==> config.mk <==
export PLATFORM = sky130hd
export DESIGN_NAME = tt_um_accelshark_psg_writer
export DESIGN_NICKNAME = d
export VERILOG_FILES = /design/src/rtl/tt_um_accelshark_psg_writer.sv
export SDC_FILE = /design/constraint.sdc
export NUM_CORES = 1
export LEC_CHECK = 0
export CORE_ASPECT_RATIO = 0.7
export CORE_UTILIZATION = 50
export DETAILED_ROUTE_END_ITERATION = 8
export PLACE_DENSITY = 0.76
export SLEW_MARGIN = 0
export SYNTH_ARGS = -nofsm -noshare
export SYNTH_HDL_FRONTEND = slang
export SYNTH_SLANG_ARGS = --single-unit
==> constraint.sdc <==
create_clock -name clk -period 2 [get_ports clk]
set_input_delay 0.6 -clock clk [delete_from_list [all_inputs] [get_ports clk]]
set_output_delay 0.6 -clock clk [all_outputs]
set_load 0.02 [all_outputs]
==> src/rtl/tt_um_accelshark_psg_writer.sv <==
// Nybble-serial register writer for a PSG control port.
// One host byte write becomes a strobe sequence: an optional address nybble,
// the low data nybble, the high data nybble, then a repeated high-nybble strobe
// that makes the receiver commit the assembled byte. Every strobe is followed
// by GAP_CYCLES idle cycles.
module tt_um_accelshark_psg_writer #(
  parameter int unsigned GAP_CYCLES = 1,  // 0..15
  parameter int unsigned ADDR_CACHE = 1
) (
  input  logic       clk,
  input  logic       rst_n,
  input  logic       ena,
  input  logic       req_valid,
  input  logic [3:0] req_addr,
  input  logic [7:0] req_data,
  output logic       req_ready,
  output logic       strobe,
  output logic       address,
  output logic       data_high,
  output logic [3:0] da,
  output logic       done
);

  typedef enum logic [2:0] {
    StIdle,
    StAddr,
    StDlo,
    StDhi,
    StCommit,
    StGap
  } state_e;

  // Gap counter is loaded with the count of gap cycles still to follow the first one.
  localparam logic [3:0] GapLast = (GAP_CYCLES == 0) ? 4'd0 : 4'(GAP_CYCLES - 1);

  state_e     state_q, state_d;
  state_e     nxt_q, nxt_d;  // strobe state to enter once the gap expires
  logic [3:0] gap_q, gap_d;
  logic [3:0] addr_q, addr_d;
  logic [7:0] data_q, data_d;
  logic [3:0] cache_addr_q, cache_addr_d;
  logic       cache_vld_q, cache_vld_d;
  logic       strobe_q, strobe_d;
  logic       address_q, address_d;
  logic       data_high_q, data_high_d;
  logic [3:0] da_q, da_d;
  logic       done_q, done_d;

  logic       cache_hit;
  logic       step;
  state_e     step_st;
  logic       launch;
  state_e     launch_st;

  assign cache_hit = (ADDR_CACHE != 0) && cache_vld_q && (req_addr == cache_addr_q);

  // Next-state: sequence the strobes, insert gaps, and preload the outputs of
  // the strobe being launched so they are registered.
  always_comb begin
    state_d      = state_q;
    nxt_d        = nxt_q;
    gap_d        = gap_q;
    addr_d       = addr_q;
    data_d       = data_q;
    cache_addr_d = cache_addr_q;
    cache_vld_d  = cache_vld_q;
    strobe_d     = strobe_q;
    address_d    = address_q;
    data_high_d  = data_high_q;
    da_d         = da_q;
    done_d       = done_q;
    step         = 1'b0;
    step_st      = StIdle;
    launch       = 1'b0;
    launch_st    = StIdle;

    // With ena low nothing moves; the held strobe/done are masked at the ports
    // so a paused strobe is re-issued for a full cycle when ena returns.
    if (ena) begin
      strobe_d = 1'b0;
      done_d   = 1'b0;
      unique case (state_q)
        StIdle: begin
          if (req_valid) begin
            addr_d    = req_addr;
            data_d    = req_data;
            launch    = 1'b1;
            launch_st = cache_hit ? StDlo : StAddr;
          end
        end
        StAddr: begin
          cache_addr_d = addr_q;
          cache_vld_d  = 1'b1;
          step         = 1'b1;
          step_st      = StDlo;
        end
        StDlo: begin
          step    = 1'b1;
          step_st = StDhi;
        end
        StDhi: begin
          step    = 1'b1;
          step_st = StCommit;
        end
        StCommit: begin
          done_d  = 1'b1;
          step    = 1'b1;
          step_st = StIdle;
        end
        StGap: begin
          if (gap_q == 4'd0) begin
            state_d   = nxt_q;
            launch    = (nxt_q != StIdle);
            launch_st = nxt_q;
          end else begin
            gap_d = gap_q - 4'd1;
          end
        end
        default: state_d = StIdle;
      endcase

      if (step) begin
        if (GAP_CYCLES == 0) begin
          state_d   = step_st;
          launch    = (step_st != StIdle);
          launch_st = step_st;
        end else begin
          state_d = StGap;
          nxt_d   = step_st;
          gap_d   = GapLast;
        end
      end

      if (launch) begin
        state_d  = launch_st;
        strobe_d = 1'b1;
        unique case (launch_st)
          StAddr: begin
            address_d   = 1'b1;
            data_high_d = 1'b0;
            da_d        = addr_d;
          end
          StDlo: begin
            address_d   = 1'b0;
            data_high_d = 1'b0;
            da_d        = data_d[3:0];
          end
          StDhi, StCommit: begin
            address_d   = 1'b0;
            data_high_d = 1'b1;
            da_d        = data_d[7:4];
          end
          default: strobe_d = 1'b0;
        endcase
      end
    end
  end

  // State register; reset abandons any write in flight and drops the cache.
  always_ff @(posedge clk or negedge rst_n) begin
    if (!rst_n) begin
      state_q      <= StIdle;
      nxt_q        <= StIdle;
      gap_q        <= 4'd0;
      addr_q       <= 4'd0;
      data_q       <= 8'd0;
      cache_addr_q <= 4'd0;
      cache_vld_q  <= 1'b0;
      strobe_q     <= 1'b0;
      address_q    <= 1'b0;
      data_high_q  <= 1'b0;
      da_q         <= 4'd0;
      done_q       <= 1'b0;
    end else begin
      state_q      <= state_d;
      nxt_q        <= nxt_d;
      gap_q        <= gap_d;
      addr_q       <= addr_d;
      data_q       <= data_d;
      cache_addr_q <= cache_addr_d;
      cache_vld_q  <= cache_vld_d;
      strobe_q     <= strobe_d;
      address_q    <= address_d;
      data_high_q  <= data_high_d;
      da_q         <= da_d;
      done_q       <= done_d;
    end
  end

  assign req_ready = ena && (state_q == StIdle);
  assign strobe    = strobe_q && ena;
  assign done      = done_q && ena;
  assign address   = address_q;
  assign data_high = data_high_q;
  assign da        = da_q;

endmodule

==> results by group, run 1 <==
Run status
  • Status: finished clean

Floorplan
  • Die X: 77.23 um
  • Die height: 54.66 um
  • Top-Level Pins: 25
  • Initial core utilization: 0.5429
  • Std cell rows: 18
  • Die area: 4221 sq um
  • Core Area: roughly 3600 sq um

Global routing
  • Grt ovf: 0
  • Largest net degree at the start of global routing: 36
  • GRT Total Usage: 0.2447
  • Vias in the first global route: 1694
  • Global-route wire length before repair: 7741 um
  • Initial antenna violation count: 0

Cells and area
  • Share of cells above drive strength 1: 0.3247
  • Fin area: 2749 sq um
  • Final nets: 288
  • Final core occ: 0.7534
  • Area Growth Syn to Fin: 38.79%
  • Most common cell after layout, fill and taps aside: nand2_1
  • Finished Layout Cells: 321
  • Number of diodes: 0
  • # fillers: roughly 260
  • Most frequent cells in the layout: 36 x nand2_1, 35 x dfrtp_1, 35 x buf_4

Critical path
  • Worst EP required: approximately 2200 ps
  • Launch point of the worst path: req_addr[0]
  • Worst R2R Setup Slack: approximately 50 ps
  • Worst reg2reg startpoint: gap_q[0]$_DFFE_PN0P_
  • Cell Chain, Critical Path: clkdlybuf4s50_1, xnor2_2, nand3_4, o2111a_2, o211ai_1, a31oi_1
  • Setup crit end kind: flip-flop
  • Critical path depth in cells: 6
  • CP Launch Type: primary input
  • Reg2Reg Depth: 9
  • CP Class: in2reg
  • Crit Path Max Fanout: 5
  • Arrival @ worst endpoint: roughly 2200 ps
  • Worst Path Buf+Inv: 1
  • Max incr delay on CP: 530 ps
  • Worst reg2reg endpoint: address$_DFFE_PN0P_
  • Family with the most delay on the worst path: compound AO/OA/AOI/OAI gates
  • Crit-path slowest cell: clkdlybuf4s50_1
  • Crit path to: da[1]$_DFFE_PN0P_

Yosys
  • Number of synthesized flops with an enable pin: 0
  • Synthesized area per cell: roughly 9 sq um
  • Synth unique cells: 46
  • Yosys warnings: 0
  • Synthesized net count: 233
  • Synth Flop Type: dfrtp_1
  • Syn Inst Count: 215
  • Async S/R FF share, synth: 1.000
  • Post-synthesis sequential area ratio: 0.4422
  • Mapped cell area: 1981 sq um
  • Synth Register Bits: 35

Timing
  • Total negative setup slack: 0 ps
  • Final period utilization: 0.9962
  • Hold WS: between 400 and 500 ps
  • Hold Vio Cnt, Final: 0
  • Rel. slew slack: 0.6991
  • Max Slew Vio Count: 0
  • F_max: roughly 500 MHz
  • Final WS setup: 7.549 ps
  • Final setup viols: 0
  • Slew @ Worst Pin: approximately 450 ps
  • Tmin final: 1992 ps
  • Clock Skew: about 8.9 ps

Place
  • Placed Cells: roughly 310
  • PortBufs: 24
  • RD Place Congestion: 0.7988
  • Dpl cell area: 2497 sq um
  • DP Wirelength: 3508 um
  • Setup WS pre-CTS: -538.0 ps

Power
  • Leak pwr: 1.234 nW
  • Peak supply drop: 0.0009383 V
  • Pwr dens: 1305 nW/um^2
  • Sw frac: 0.4037
  • Internal: around 2.1 mW
  • Sequential share of power: 0.355
  • Clk pwr share: 0.140
  • Tot Pwr: between 3 and 4 mW
  • Net Sw Power: 1.448 mW
  • Combinational power share: 0.506

Routing
  • DR WL/cell: 15.43 um
  • Uppermost layer routed: met4
  • WL met1: 2364 um
  • Final wirelength: 4954 um
  • Total number of vias: 1831
  • Post-route ant nets: 0
  • Number of remaining DRC errors: 0
  • Drt first pass iters: 4
  • WL met3: 230 um
  • Via-to-Cell Ratio: roughly 5.7
  • WL met2: 2317 um
  • 1st-iter DRT viols: 101

Clocking
  • H-tree Lvls: 2
  • Clock sink total: 35
  • Clk buf depth: 2
  • Clk_lat worst skew: between 200 and 300 ps
  • TritonCTS buffer count: 5
  • Worst-path clk slew: 70 ps
  • Hold_buf cts: 0
  • Root buf cell: clkbuf_8
  • CTS tree: done

Run
  • Maxcap violations: 0

Min path
  • Hold crit path type: reg2reg
[kinds of logic (layout without fill, tap and decap cells)]
logic type      Yosys count  in the layout  synth area share
compound gates           59             59            0.2072
xor+xnor                  6              6           0.02653
fa+ha+maj                 2              2           0.01263
buf+inv                  22             78           0.04674
flops                    35             35            0.4422
mux                      12             12           0.06823
simple gates             79             79            0.1965
[sequential cells by signal, summed over array words and instances, names as in the netlist]
| signal | flops |
|---|---|
| data_q | 8 |
| addr_q | 4 |
| cache_addr_q | 4 |
| da | 4 |
| gap_q | 4 |
| nxt_q | 3 |
| state_q | 3 |
| address | 1 |
| cache_vld_q | 1 |
| data_high | 1 |
| done_q | 1 |
| strobe_q | 1 |
[power groups by stage]
stage          Clock (mW)  Combinational (mW)  Sequential, mW
6_report            0.501                1.81            1.27
5_1_grt             0.531                1.98            1.31
4_1_cts             0.508                1.67            1.24
3_5_place_dp            0                1.61            1.24
3_3_place_gp            0                1.57            1.23
2_1_floorplan           0                1.04            1.21
[synth_stat cells (all sizes together), types with 2 or more instances]
master	instances	share of area
nand2	38	0.072
dfrtp	35	0.44
nor2	17	0.033
a31oi	14	0.044
o21ai	14	0.035
mux2	12	0.068
inv	9	0.017
buf	7	0.018
clkbuf	6	0.011
xnor2	6	0.027
a21oi	5	0.013
a21o	4	0.015
a22oi	4	0.015
nor3	4	0.010
o211ai	4	0.015
nand3	3	0.010
and2	2	0.0063
and3	2	0.0063
ha	2	0.013
nand3b	2	0.0076
nor4b	2	0.016
o21a	2	0.0076
o22ai	2	0.0063
or2	2	0.0063
or3b	2	0.0088
[final cells by class]
type | instances | area, sq um | area share
Tap cell | 50 | 62.56 | 0.02276
Clock buffer | 6 | 72.57 | 0.02640
Multi-Input combinational cell | 158 | 1142 | 0.4156
Inverter | 9 | 33.78 | 0.01229
Timing Repair Buffer | 61 | 549.3 | 0.1998
Clock inverter | 2 | 12.51 | 0.004552
Sequential cell | 35 | 875.8 | 0.3186
[worst register-to-register path: cells and delay by family, from the launching register on]
family	cells	cell delay, ps
adders and majority gates	1	130
AOI/OAI and AO/OA	2	230
DFF	1	400
buffers and inverters	3	360
and+or+nand+nor	3	730
[how the worst min path moves through the flow]
stage                                  from                 endpoint  slack, ps  cells past startpoint
global route          data_q[1]$_DFFE_PN0P_    data_q[1]$_DFFE_PN0P_        530                      1
floorplan                             rst_n    addr_q[0]$_DFFE_PN0P_        300                      0
detailed placement  cache_vld_q$_DFFE_PN0P_  cache_vld_q$_DFFE_PN0P_        470                      1
finish                data_high$_DFFE_PN0P_    data_high$_DFFE_PN0P_        490                      2
CTS                   data_high$_DFFE_PN0P_    data_high$_DFFE_PN0P_        500                      2
global placement    cache_vld_q$_DFFE_PN0P_  cache_vld_q$_DFFE_PN0P_        460                      1
[metal layers]
metal | vias up | track usage
met2 | 48 | 0.4027
met4 | 0 | 0.05660
met3 | 7 | 0.05833
met5 | - | 0
met1 | 898 | 0.3316
li1 | 878 | -
[what timing repair did]
action,in CTS,in global routing
pin swaps,7,8
endpoints found under the setup margin,12,9
setup buffers,1,3
gates resized for setup,31,22
No activity file was read; power rests on OpenSTA's default activity.
==> run 2: changes to the inputs <==
--- a/config.mk
+++ b/config.mk
@@ -6,9 +6,8 @@
 export NUM_CORES = 1
 export LEC_CHECK = 0
 export CORE_ASPECT_RATIO = 0.7
-export CORE_UTILIZATION = 50
+export CORE_UTILIZATION = 30
 export DETAILED_ROUTE_END_ITERATION = 8
-export PLACE_DENSITY = 0.76
 export SLEW_MARGIN = 0
 export SYNTH_ARGS = -nofsm -noshare
 export SYNTH_HDL_FRONTEND = slang
==> run 2 against run 1 <==
Against the previous run:
- final cell count rose by 9.3%
- via count down 3.2%
- design area down 0.36%
- non-clock buffer count rose by 4
- sequential power about the same
- utilization fell by 32 points
- first-iteration DRC count decreased by 11%
- register-to-register slack improved by 20 ps
- sequential share of layout area up 0.16 points
==> results by group, run 2 (synthesis results as in run 1) <==
Floorplan
  • Initial core utilization: 0.3141
  • Core Area: ~6300 sq um
  • Die area: 6936 sq um
  • Top-Level Pins: 25
  • Die X: 99.12 um
  • Die height: 69.98 um
  • Std cell rows: 24

Min path
  • End of the worst hold path: data_high$_DFFE_PN0P_
  • Hold path depth: 2
  • Hold crit path type: reg2reg
  • Hold Startpoint: data_high$_DFFE_PN0P_

Critical path
  • Arrival @ worst endpoint: 2110 ps
  • Worst EP required: about 2200 ps
  • Reg2Reg Depth: 9
  • Worst R2R Setup Slack: 70 ps
  • Launch point of the worst path: req_addr[0]
  • CP Launch Type: primary input
  • CP Class: in2reg
  • Worst reg2reg startpoint: gap_q[0]$_DFFE_PN0P_
  • Worst reg2reg endpoint: address$_DFFE_PN0P_
  • Setup crit end kind: flip-flop
  • Crit Path Max Fanout: 5

Power
  • Pwr dens: 1283 nW/um^2
  • Peak supply drop: 0.0005914 V
  • Leak pwr: 1.218 nW

Clocking
  • Clk_lat worst skew: between 200 and 300 ps
  • Clock sink total: 35
  • TritonCTS buffer count: 5
  • Hold_buf cts: 0
  • CTS tree: done
  • Root buf cell: clkbuf_8
  • Worst-path clk slew: 70 ps
  • H-tree Lvls: 2
  • Clk buf depth: 2

Routing
  • Post-route ant nets: 0
  • Total number of vias: 1773
  • DR WL/cell: 14.23 um
  • Via-to-Cell Ratio: between 5 and 6
  • 1st-iter DRT viols: 90
  • Drt first pass iters: 4
  • Final wirelength: 4996 um
  • Number of remaining DRC errors: 0

Cells and area
  • Final core occ: 0.4343
  • Final nets: a little under 300
  • Finished Layout Cells: 351
  • Most frequent cells in the layout: 37 x nand2_1, 37 x buf_4, 34 x dfrtp_1
  • Most flop-heavy register: data_q
  • Share of cells above drive strength 1: 0.3114
  • Area Growth Syn to Fin: 38.28%
  • Fin area: 2739 sq um
  • Largest register FFs: 8
  • # fillers: 631
  • Number of diodes: 0

Global routing
  • GR peak layer: met1
  • GRT Total Usage: 0.1551
  • Largest net degree at the start of global routing: 36
  • Initial antenna violation count: 0
  • Vias in the first global route: approximately 1700
  • Grt ovf: 0
  • Global-route wire length before repair: 8217 um
  • GR Util met1: 0.2311
  • Met3 Usage GRT: 0.03904
  • GRT met2 Usage: 0.2137

Place
  • Dpl cell area: 2537 sq um
  • PortBufs: 24
  • RD Place Congestion: 0.8050
  • DP Wirelength: 3565 um
  • Placed Cells: 341

Run
  • Maxcap violations: 0

Run status
  • Status: finished clean

Timing
  • Final setup viols: 0
  • F_max: 516.7 MHz
  • Clock Skew: roughly 2.5 ps
  • Max Slew Vio Count: 0
  • Slew @ Worst Pin: 489.8 ps
  • Final period utilization: 0.9678
  • Hold Vio Cnt, Final: 0
  • Tmin final: 1936 ps
  • RSZ-0062 raised after global routing: true
  • Rel. slew slack: 0.6735
[run 2: changes by cell type in the layout (fill, tap and decap cells not counted), sizes merged]
cell,change
buf,+4
dlygate4sd2,+3
dlymetal6s2s,-2
clkdlybuf4s50,-1
clkinv,-1
clkinvlp,-1
[run 2: how the worst max path moves through the flow]
stage	endpoint	cells after the start
6_report	address$_DFFE_PN0P_	8
5_1_grt	da[1]$_DFFE_PN0P_	5
4_1_cts	da[1]$_DFFE_PN0P_	7
3_5_place_dp	req_ready	4
3_3_place_gp	strobe	4
2_1_floorplan	da[3]$_DFFE_PN0P_	8
[run 2: per-layer routing]
metal	share of wire	wire length, um
met5	0	0
met4	0.013	66
met3	0.050	250
met2	0.40	2020
met1	0.53	2659
[run 2: per-stage QoR]
step	hold slack (ps)	setup slack (ps)	total power, mW	TNS (ps)
2_1_floorplan	304.4	15.78	2.250	0
3_3_place_gp	451.8	-494.6	2.841	-9474
3_5_place_dp	452.4	-517.1	2.858	-10100
4_1_cts	497.6	5.639	3.431	0
5_1_grt	509.2	-7.247	3.772	-13.70
6_report	496.7	64.48	3.513	0
[run 2: cell type report]
| type | instances | area, sq um | area share |
|---|---|---|---|
| Multi-Input combinational cell | 158 | 1116 | 0.4075 |
| Sequential cell | 35 | 877.1 | 0.3202 |
| Timing Repair Buffer | 65 | 541.8 | 0.1978 |
| Tap cell | 78 | 97.59 | 0.03563 |
| Clock buffer | 6 | 72.57 | 0.02650 |
| Inverter | 9 | 33.78 | 0.01233 |
[run 2: what timing repair did]
| action | in CTS | in global routing |
|---|---|---|
| endpoints found under the setup margin | 19 | 6 |
| resized for setup | 33 | 13 |
| setup buffers | 2 | 1 |
| pin swaps | 9 | 8 |
| cloned | 0 | 1 |
[run 2: power breakdown]
group          internal (mW)  total, mW  switching (mW)  leakage, nW
logic                  0.893       1.77           0.877        0.760
clock network          0.232      0.477           0.245       0.0371
registers              0.993       1.27           0.272        0.422
[run 2: critical path: stages]
cell	delay, ps
clkdlybuf4s50_1	520
xnor2_2	130
nand3_2	140
buf_4	180
o2bb2ai_4	190
buf_6	140
and3_1	150
o22ai_1	70
